**config.mk**
```make
export PLATFORM = sky130hd
export DESIGN_NAME = rv_decode_stage
export DESIGN_NICKNAME = d
export VERILOG_FILES = /design/src/rtl/rv_decode_stage.sv
export SDC_FILE = /design/constraint.sdc
export NUM_CORES = 1
export LEC_CHECK = 0
export ABC_AREA = 1
export BUFFER_PORTS_ARGS = -buffer_cell sky130_fd_sc_hd__buf_2
export CORE_ASPECT_RATIO = 1.2
export CORE_MARGIN = 5
export CORE_UTILIZATION = 55
export DETAILED_ROUTE_END_ITERATION = 7
export PLACE_DENSITY = 0.78
export SYNTH_ARGS = -nofsm -noshare
export SYNTH_HDL_FRONTEND = slang
export SYNTH_SLANG_ARGS = --single-unit
export TNS_END_PERCENT = 30
```
**constraint.sdc**
```tcl
create_clock -name clk -period 13.4 [get_ports clk]
set_clock_uncertainty 0.2 [all_clocks]
set_input_delay 1.34 -clock clk [delete_from_list [all_inputs] [get_ports clk]]
set_output_delay 1.34 -clock clk [all_outputs]
set_load 0.05 [all_outputs]
```
**src/rtl/rv_decode_stage.sv**
```systemverilog
// RISC-V decode stage: decodes one instruction per push into a control bundle
// and buffers it in a small FIFO in front of the execute/issue stage.
module rv_decode_stage #(
    parameter int XLEN  = 64,
    parameter bit HAS_M = 1'b1,
    parameter int DEPTH = 2
) (
    input  logic            clk,
    input  logic            rst_n,
    input  logic            flush,
    input  logic            in_valid,
    output logic            in_ready,
    input  logic [31:0]     in_instr,
    input  logic [XLEN-1:0] in_pc,
    output logic            out_valid,
    input  logic            out_ready,
    output logic [XLEN-1:0] out_pc,
    output logic [3:0]      out_class,
    output logic [2:0]      out_funct3,
    output logic            out_alt,
    output logic            out_muldiv,
    output logic [4:0]      out_rd,
    output logic [4:0]      out_rs1,
    output logic [4:0]      out_rs2,
    output logic            out_writes_rd,
    output logic            out_uses_rs1,
    output logic            out_uses_rs2,
    output logic [XLEN-1:0] out_imm,
    output logic [XLEN-1:0] out_target,
    output logic            out_illegal,
    output logic [15:0]     illegal_count
);

    localparam logic [6:0] OPC_OP_IMM   = 7'b0010011;
    localparam logic [6:0] OPC_OP       = 7'b0110011;
    localparam logic [6:0] OPC_LOAD     = 7'b0000011;
    localparam logic [6:0] OPC_STORE    = 7'b0100011;
    localparam logic [6:0] OPC_BRANCH   = 7'b1100011;
    localparam logic [6:0] OPC_LUI      = 7'b0110111;
    localparam logic [6:0] OPC_AUIPC    = 7'b0010111;
    localparam logic [6:0] OPC_JAL      = 7'b1101111;
    localparam logic [6:0] OPC_JALR     = 7'b1100111;
    localparam logic [6:0] OPC_OP_IMM_W = 7'b0011011;
    localparam logic [6:0] OPC_OP_W     = 7'b0111011;

    localparam logic [3:0] C_OP_IMM   = 4'd0;
    localparam logic [3:0] C_OP       = 4'd1;
    localparam logic [3:0] C_LOAD     = 4'd2;
    localparam logic [3:0] C_STORE    = 4'd3;
    localparam logic [3:0] C_BRANCH   = 4'd4;
    localparam logic [3:0] C_LUI      = 4'd5;
    localparam logic [3:0] C_AUIPC    = 4'd6;
    localparam logic [3:0] C_JAL      = 4'd7;
    localparam logic [3:0] C_JALR     = 4'd8;
    localparam logic [3:0] C_OP_IMM_W = 4'd9;
    localparam logic [3:0] C_OP_W     = 4'd10;
    localparam logic [3:0] C_ILLEGAL  = 4'd15;

    localparam int PTR_W = (DEPTH > 1) ? $clog2(DEPTH) : 1;
    localparam int CNT_W = $clog2(DEPTH + 1);

    typedef struct packed {
        logic [XLEN-1:0] pc;
        logic [3:0]      cls;
        logic [2:0]      funct3;
        logic            alt;
        logic            muldiv;
        logic [4:0]      rd;
        logic [4:0]      rs1;
        logic [4:0]      rs2;
        logic            writes_rd;
        logic            uses_rs1;
        logic            uses_rs2;
        logic [XLEN-1:0] imm;
        logic [XLEN-1:0] target;
        logic            illegal;
    } entry_t;

    function automatic logic [XLEN-1:0] sext32(input logic [31:0] v);
        return XLEN'($signed(v));
    endfunction

    function automatic logic [PTR_W-1:0] next_ptr(input logic [PTR_W-1:0] p);
        return (p == PTR_W'(DEPTH - 1)) ? '0 : PTR_W'(p + 1'b1);
    endfunction

    // ---------------- decode ----------------
    logic [6:0]      opc;
    logic [2:0]      f3;
    logic [6:0]      f7;
    logic [XLEN-1:0] imm_i, imm_s, imm_b, imm_u, imm_j, shamt_imm;
    logic [XLEN-1:0] dec_imm;
    logic [3:0]      dec_cls;
    logic            legal, has_rd, use1, use2, has_tgt, dec_alt, dec_md;
    entry_t          entry_d;

    assign opc = in_instr[6:0];
    assign f3  = in_instr[14:12];
    assign f7  = in_instr[31:25];

    assign imm_i = sext32({{20{in_instr[31]}}, in_instr[31:20]});
    assign imm_s = sext32({{20{in_instr[31]}}, in_instr[31:25], in_instr[11:7]});
    assign imm_b = sext32({{19{in_instr[31]}}, in_instr[31], in_instr[7],
                           in_instr[30:25], in_instr[11:8], 1'b0});
    assign imm_u = sext32({in_instr[31:12], 12'b0});
    assign imm_j = sext32({{11{in_instr[31]}}, in_instr[31], in_instr[19:12],
                           in_instr[20], in_instr[30:21], 1'b0});
    assign shamt_imm = (XLEN == 64) ? XLEN'(in_instr[25:20]) : XLEN'(in_instr[24:20]);

    always_comb begin
        legal   = 1'b1;
        has_rd  = 1'b0;
        use1    = 1'b0;
        use2    = 1'b0;
        has_tgt = 1'b0;
        dec_alt = 1'b0;
        dec_md  = 1'b0;
        dec_imm = '0;
        dec_cls = C_ILLEGAL;
        // Opcodes all end in 2'b11, so the default arm also rejects other low bits.
        case (opc)
            OPC_OP_IMM: begin
                dec_cls = C_OP_IMM;
                has_rd  = 1'b1;
                use1    = 1'b1;
                dec_imm = imm_i;
                if (f3 == 3'b001) begin
                    dec_imm = shamt_imm;
                    legal   = (in_instr[31:26] == 6'b000000) && (XLEN == 64 || !in_instr[25]);
                end else if (f3 == 3'b101) begin
                    dec_imm = shamt_imm;
                    dec_alt = in_instr[30];
                    legal   = (in_instr[31:26] == 6'b000000 || in_instr[31:26] == 6'b010000)
                              && (XLEN == 64 || !in_instr[25]);
                end
            end
            OPC_OP: begin
                dec_cls = C_OP;
                has_rd  = 1'b1;
                use1    = 1'b1;
                use2    = 1'b1;
                dec_alt = in_instr[30];
                case (f7)
                    7'b0000000: legal = 1'b1;
                    7'b0100000: legal = (f3 == 3'b000) || (f3 == 3'b101);
                    7'b0000001: begin
                        legal  = HAS_M;
                        dec_md = HAS_M;
                    end
                    default:    legal = 1'b0;
                endcase
            end
            OPC_OP_W: begin
                dec_cls = C_OP_W;
                has_rd  = 1'b1;
                use1    = 1'b1;
                use2    = 1'b1;
                dec_alt = in_instr[30];
                case (f7)
                    7'b0000000: legal = (f3 == 3'b000) || (f3 == 3'b001) || (f3 == 3'b101);
                    7'b0100000: legal = (f3 == 3'b000) || (f3 == 3'b101);
                    7'b0000001: begin
                        legal  = HAS_M && ((f3 == 3'b000) || f3[2]);
                        dec_md = HAS_M;
                    end
                    default:    legal = 1'b0;
                endcase
                legal = legal && (XLEN == 64);
            end
            OPC_OP_IMM_W: begin
                dec_cls = C_OP_IMM_W;
                has_rd  = 1'b1;
                use1    = 1'b1;
                dec_imm = imm_i;
                case (f3)
                    3'b000: legal = 1'b1;
                    3'b001: begin
                        dec_imm = XLEN'(in_instr[24:20]);
                        legal   = (f7 == 7'b0000000);
                    end
                    3'b101: begin
                        dec_imm = XLEN'(in_instr[24:20]);
                        dec_alt = in_instr[30];
                        legal   = (f7 == 7'b0000000) || (f7 == 7'b0100000);
                    end
                    default: legal = 1'b0;
                endcase
                legal = legal && (XLEN == 64);
            end
            OPC_LOAD: begin
                dec_cls = C_LOAD;
                has_rd  = 1'b1;
                use1    = 1'b1;
                dec_imm = imm_i;
                legal   = (f3 != 3'b111) &&
                          !(XLEN == 32 && (f3 == 3'b011 || f3 == 3'b110));
            end
            OPC_STORE: begin
                dec_cls = C_STORE;
                use1    = 1'b1;
                use2    = 1'b1;
                dec_imm = imm_s;
                legal   = !f3[2] && !(XLEN == 32 && f3 == 3'b011);
            end
            OPC_BRANCH: begin
                dec_cls = C_BRANCH;
                use1    = 1'b1;
                use2    = 1'b1;
                has_tgt = 1'b1;
                dec_imm = imm_b;
                legal   = (f3 != 3'b010) && (f3 != 3'b011);
            end
            OPC_LUI: begin
                dec_cls = C_LUI;
                has_rd  = 1'b1;
                dec_imm = imm_u;
            end
            OPC_AUIPC: begin
                dec_cls = C_AUIPC;
                has_rd  = 1'b1;
                dec_imm = imm_u;
            end
            OPC_JAL: begin
                dec_cls = C_JAL;
                has_rd  = 1'b1;
                has_tgt = 1'b1;
                dec_imm = imm_j;
            end
            OPC_JALR: begin
                dec_cls = C_JALR;
                has_rd  = 1'b1;
                use1    = 1'b1;
                dec_imm = imm_i;
                legal   = (f3 == 3'b000);
            end
            default: legal = 1'b0;
        endcase
    end

    // Register indices a class does not use read as 0, so downstream hazard
    // logic can match on them without also checking the use flags.
    always_comb begin
        entry_d        = '0;
        entry_d.pc     = in_pc;
        entry_d.funct3 = f3;
        if (!legal) begin
            entry_d.cls     = C_ILLEGAL;
            entry_d.illegal = 1'b1;
        end else begin
            entry_d.cls       = dec_cls;
            entry_d.alt       = dec_alt;
            entry_d.muldiv    = dec_md;
            entry_d.rd        = has_rd ? in_instr[11:7] : 5'd0;
            entry_d.rs1       = use1 ? in_instr[19:15] : 5'd0;
            entry_d.rs2       = use2 ? in_instr[24:20] : 5'd0;
            entry_d.writes_rd = has_rd && (in_instr[11:7] != 5'd0);
            entry_d.uses_rs1  = use1;
            entry_d.uses_rs2  = use2;
            entry_d.imm       = dec_imm;
            entry_d.target    = has_tgt ? in_pc + dec_imm : '0;
        end
    end

    // ---------------- output queue ----------------
    // Handshake: a transfer happens on a rising edge where valid and ready are
    // both high. in_ready depends only on occupancy and flush, never on
    // out_ready, so a full queue stays closed in the cycle it is popped.
    entry_t           mem_q [DEPTH];
    logic [PTR_W-1:0] wr_q, wr_d, rd_q, rd_d;
    logic [CNT_W-1:0] count_q, count_d;
    logic [15:0]      ill_cnt_q, ill_cnt_d;
    logic             push, pop;
    entry_t           head;

    assign in_ready  = (count_q < CNT_W'(DEPTH)) && !flush;
    assign out_valid = (count_q != '0);
    assign push      = in_valid && in_ready;
    assign pop       = out_valid && out_ready;

    always_comb begin
        wr_d      = wr_q;
        rd_d      = rd_q;
        count_d   = count_q;
        ill_cnt_d = ill_cnt_q;
        if (flush) begin
            wr_d    = '0;
            rd_d    = '0;
            count_d = '0;
        end else begin
            if (push) wr_d = next_ptr(wr_q);
            if (pop)  rd_d = next_ptr(rd_q);
            count_d = count_q + CNT_W'(push) - CNT_W'(pop);
            if (push && entry_d.illegal && ill_cnt_q != 16'hFFFF)
                ill_cnt_d = ill_cnt_q + 16'd1;
        end
    end

    always_ff @(posedge clk or negedge rst_n) begin
        if (!rst_n) begin
            wr_q      <= '0;
            rd_q      <= '0;
            count_q   <= '0;
            ill_cnt_q <= '0;
        end else begin
            wr_q      <= wr_d;
            rd_q      <= rd_d;
            count_q   <= count_d;
            ill_cnt_q <= ill_cnt_d;
        end
    end

    always_ff @(posedge clk) begin
        if (push) mem_q[wr_q] <= entry_d;
    end

    assign head = out_valid ? mem_q[rd_q] : '0;

    assign out_pc        = head.pc;
    assign out_class     = head.cls;
    assign out_funct3    = head.funct3;
    assign out_alt       = head.alt;
    assign out_muldiv    = head.muldiv;
    assign out_rd        = head.rd;
    assign out_rs1       = head.rs1;
    assign out_rs2       = head.rs2;
    assign out_writes_rd = head.writes_rd;
    assign out_uses_rs1  = head.uses_rs1;
    assign out_uses_rs2  = head.uses_rs2;
    assign out_imm       = head.imm;
    assign out_target    = head.target;
    assign out_illegal   = head.illegal;
    assign illegal_count = ill_cnt_q;

endmodule

```
Word level (Yosys, flattened, before mapping)
Memories as Yosys holds them, arrays and structs flattened.
Cells that the tools add are included.
W data, S select, Z words.
{"block": "word_totals", "reg_bits": 20, "ramBits": 440, "out_inout_bits": 238, "mem_count": 1}
{"name": "mem_q", "words": 2, "width": 220, "read_ports": 1, "rd_clocked_by_memory_dff": 0, "write_ports": 1, "line_no": "268", "rtl": "entry_t mem_q [DEPTH];"}
{"block": "classes", "n_addsub": 6, "order_cmp": 1, "eq_ne": 20, "n_mux": 37, "bitwise_logic": 1, "n_reduce_logical": 33}
{"operator": "$pmux W64 S7", "n": 1}
{"operator": "$mux W64", "n": 4}
{"operator": "$mux W220", "n": 1}
{"operator": "$mux W148", "n": 1}
{"operator": "$add A64 B64 Y64", "n": 1}
{"operator": "$pmux W4 S11", "n": 1}
{"operator": "$eq A7 B6 Y1 const B", "n": 5}
{"operator": "$eq A7 B5 Y1 const B", "n": 3}
{"operator": "$eq A7 B7 Y1 const B", "n": 3}
{"operator": "$mux W1", "n": 19}
{"operator": "$add A16 B1 Y16 const B", "n": 1}
{"operator": "$ne A16 B16 Y1 const B", "n": 1}
{"operator": "$mux W5", "n": 3}
{"operator": "$reduce_or A2 Y1", "n": 6}
{"operator": "$pmux W1 S3", "n": 3}
{"operator": "$pmux W1 S9", "n": 1}
{"operator": "$reduce_or A9 Y1", "n": 1}
{"operator": "$reduce_or A8 Y1", "n": 1}
{"operator": "$eq A7 B1 Y1 const B", "n": 1}
{"operator": "$eq A7 B2 Y1 const B", "n": 1}
{"operator": "$logic_and A1 B1 Y1", "n": 7}
{"operator": "$logic_not A7 Y1", "n": 1}
{"operator": "$eq A6 B5 Y1 const B", "n": 1}
{"operator": "$logic_not A6 Y1", "n": 1}
{"operator": "20 further kinds", "n": 30}

Logic depth before layout (Yosys ltp)
{"block": "depth", "depth_word": 9, "ltp_mapped": 30, "depth_no_buf": 30}

Least setup slack after synthesis
Ideal clock, no wire load.
{"block": "synth_path", "path_type": "input port to flip-flop", "start": "in flush", "end": "mem mem_q[0][0] in the netlist's numbering (enable)", "setup_ns": 0.740, "t_arrival_ns": 10.186, "t_required_ns": 12.460, "setup_slack_ns": 2.274, "stages": 3, "path_buffers": 0, "path_cell_list": "nor2_1 > nand2_1 > nor2_1"}
{"block": "synth_via", "elab_chain_len": 5}
{"item": "from (decl)", "line_no": "10", "rtl": "input logic flush,"}
{"item": "$logic_not A1 Y1", "line_no": "275", "rtl": "assign in_ready = (count_q < CNT_W'(DEPTH)) && !flush;"}
{"item": "$logic_and A1 B1 Y1", "line_no": "275"}
{"item": "$logic_and A1 B1 Y1", "line_no": "277", "rtl": "assign push = in_valid && in_ready;"}
{"item": "$mux W1", "line_no": "313", "rtl": "if (push) mem_q[wr_q] <= entry_d;"}
{"item": "$mux W1 (implied by the code)", "line_no": "313"}
{"item": "to (decl)", "line_no": "268"}
Every way passes these cells.

Worst setup path after layout
{"block": "layout_path", "start": "reg rd_q", "end": "out out_imm[47]"}
{"block": "layout_via", "elab_chain_len": 2}
{"item": "from (decl)", "line_no": "269", "rtl": "logic [PTR_W-1:0] wr_q, wr_d, rd_q, rd_d;"}
{"item": "from (signal assigned)", "line_no": "306", "rtl": "rd_q <= rd_d;"}
{"item": "$mem_v2 Z2 W220"}
{"item": "$mux W220", "line_no": "316", "rtl": "assign head = out_valid ? mem_q[rd_q] : '0;"}
{"item": "to (decl)", "line_no": "28", "rtl": "output logic [XLEN-1:0] out_imm,"}
Every way passes these cells.

==> summary.txt <==
Status -> completed
Via/cell ratio -> 5.52
Vias -> 18.8k
Max VDD drop -> 149 uV
ANT cells -> 0
CTS HTree Levels -> 2
CTS Hold Buffers Added -> 0
Most frequent cells after synthesis -> nand2_1 (846), edfxtp_1 (376), a21oi_1 (270), inv_1 (261), nor2_1 (220)
Pwr dens -> 172 nW/um2
Reg2Reg Setup Slack -> 10.18 ns
Per-cell routed wire length -> 20.9 um
Yosys warns -> 0
Starting density of the core -> 0.555
Die height -> 229 um
DRC -> 0
Worst relative slew slack -> 0.306
Synthesized flop and latch total -> 396
Final wirelength -> 71300 um
Worst r2r path cells -> 5
Worst Hold Class -> flip-flop to flip-flop
TNS Setup -> 0 ns
Post-route insts no fill -> 3407
CP startpoint kind -> flip-flop
Num ports -> 339
Clock Pin Slew Worst Setup and Hold Paths -> 0.06 ns
Max cap viols -> 0
Leakage -> 11.3 nW
Critical Path End -> out_imm[47]
Arrival time at the worst endpoint -> 3.77 ns
Detail Route Antenna Nets -> 0
CTS resizes -> 0
Register area share after synthesis -> 0.536
Tmin final -> 5.31 ns
Worst skew pair latency -> 0.57 ns
Vias in the first global route -> 18.4k
Cell with the most instances after synthesis -> nand2_1
Final nets -> 2976
Final setup vio count -> 0
Maximum fanout along the worst path -> 70
Largest net degree at the start of global routing -> 125
Asr flop ratio synth -> 0.0505
RR Startpoint -> count_q[1]$_DFF_PN0_
Avg Synthesized Cell Area -> 8.54 um2
Hold Crit Start -> illegal_count[11]$_DFFE_PN0P_
Clock Tree Root -> clkbuf_16
Area Growth Syn to Fin -> 13.8%
Synth top area cells -> edfxtp_1 (51%), nand2_1 (14%), a21oi_1 (6.1%), inv_1 (4.5%), nor2_1 (3.8%)
Synth Instances -> 2577
Syn Nets -> 2705
Critical Path RT -> 11.86 ns
Fin. max-slew vios -> 0
Most common flop cell mapped by yosys -> edfxtp_1
CORE AREA -> 39600 um2
Count of final hold-check violations -> 0
1st-iter DRT viols -> 1529
Row count -> 80
Cell area after synthesis -> 22000 um2
RePlAce Congestion -> 0.972
Post-Place Cells -> 3339
Post-DP HPWL -> 53300 um
Port Buffers -> 338
Yosys top cell area share -> 0.513
Antenna violations before repair -> 0
Clk sinks -> 396
Slew @ Worst Pin -> 1.03 ns
TritonCTS Buffers -> 40
DIE WIDTH -> 193 um
Final core occ -> 0.632
Worst setup path start -> rd_q$_DFFE_PN0P_
Total Routing Usage GR -> 0.316
R2r endpoint -> mem_q[0][201]$_DFFE_PP_
Max Clk Rate -> 0.188 GHz
Post-synthesis cell type count -> 50
Critical path endpoint category -> output port
Bufs on Longest Clock Path -> 3
Worst Path Class, Setup -> flip-flop to output port
Area leader, netlist -> edfxtp_1
Initial DRT Pass Iterations -> 6
CTS tree -> built
Die ar. -> 44100 um2
RSZ-0062 raised after global routing -> false
EDFF count, synth -> 376
WHS -> 0.318 ns
First-pass GRT wire length -> 107000 um
Fin crit share -> 0.397
Overflow after GRT -> 0
# Post-CTS Setup Buffers -> 0
Fraction of layout cells with a size suffix above 1 -> 0.183
## placed cells by master, fill, tap and decap left out, drive strengths merged, types with 18 or more instances in the layout
cell / count
edfxtp: 376
buf: 356
clkbuf: 51
xnor2: 18
o41ai: 26
ha: 26
nor3: 20
nand2: 884
xor2: 31
a21oi: 271
nor2: 260
nand3: 90
o21ai: 73
dfrtp: 20
inv: 278
nand4: 34
## power by group
part / internal, W / switching (W)
clock: 0.000596 / 0.000459
sequential: 0.00145 / 0.0000354
combinational: 0.000309 / 0.00145
## cell type report
type | instances | area [um2]
well taps | 533 | 667
inverters | 277 | 1040
repair buffers | 356 | 1840
fillers | 3399 | 14600
clock inverters | 17 | 159
flip-flops and latches | 396 | 11800
clock buffers | 51 | 1050
multi-input cells | 1777 | 8500
## sequential cells by signal, summed over array words and instances, names as in the netlist
signal         flops
count_q            2
wr_q               1
mem_q            376
illegal_count     16
rd_q               1
## cells by family after synthesis
logic type,Yosys count,synth area share
xor gates and xnor gates,49,0.0198
AOI/OAI and AO/OA,395,0.0972
DFF,396,0.536
adders and majority gates,27,0.0157
buffers and inverters,404,0.0795
and+or+nand+nor,1306,0.252
## per-layer routing
layer	part of all wire	up-vias	routed length [um]	global-route usage
met2	0.52	735	37300	0.576
met5	0	-	0	0
met4	0.058	0	4120	0.155
li1	-	9035	-	-
met1	0.36	8890	25500	0.358
met3	0.061	160	4350	0.0437
## worst min path at each step
stage	end	slack, ns	cells after the start
2_1_floorplan	wr_q$_DFFE_PN0P_	0.28	1
3_3_place_gp	illegal_count[11]$_DFFE_PN0P_	0.30	1
3_5_place_dp	illegal_count[11]$_DFFE_PN0P_	0.31	1
4_1_cts	illegal_count[11]$_DFFE_PN0P_	0.32	1
5_1_grt	illegal_count[11]$_DFFE_PN0P_	0.33	1
6_report	illegal_count[11]$_DFFE_PN0P_	0.32	1
## worst max-delay path, stage by stage, from the launching register on
cell,delay [ns]
dfrtp_4,0.44
buf_4,0.62
buf_4,0.69
nand2_1,0.14
a21oi_2,0.80
buf_2,0.42
## per-stage QoR
step / setup WS [ns] / power, W / instance area (um2)
after floorplan: 2.27 / 0.00286 / 22000
after global placement: 7.86 / 0.00326 / 23800
after detailed placement: 7.73 / 0.00327 / 23800
after CTS: 8.05 / 0.00432 / 25100
after global routing: 7.78 / 0.00446 / 25100
final: 8.09 / 0.00430 / 25100
Power figures use the tool's default switching activity.
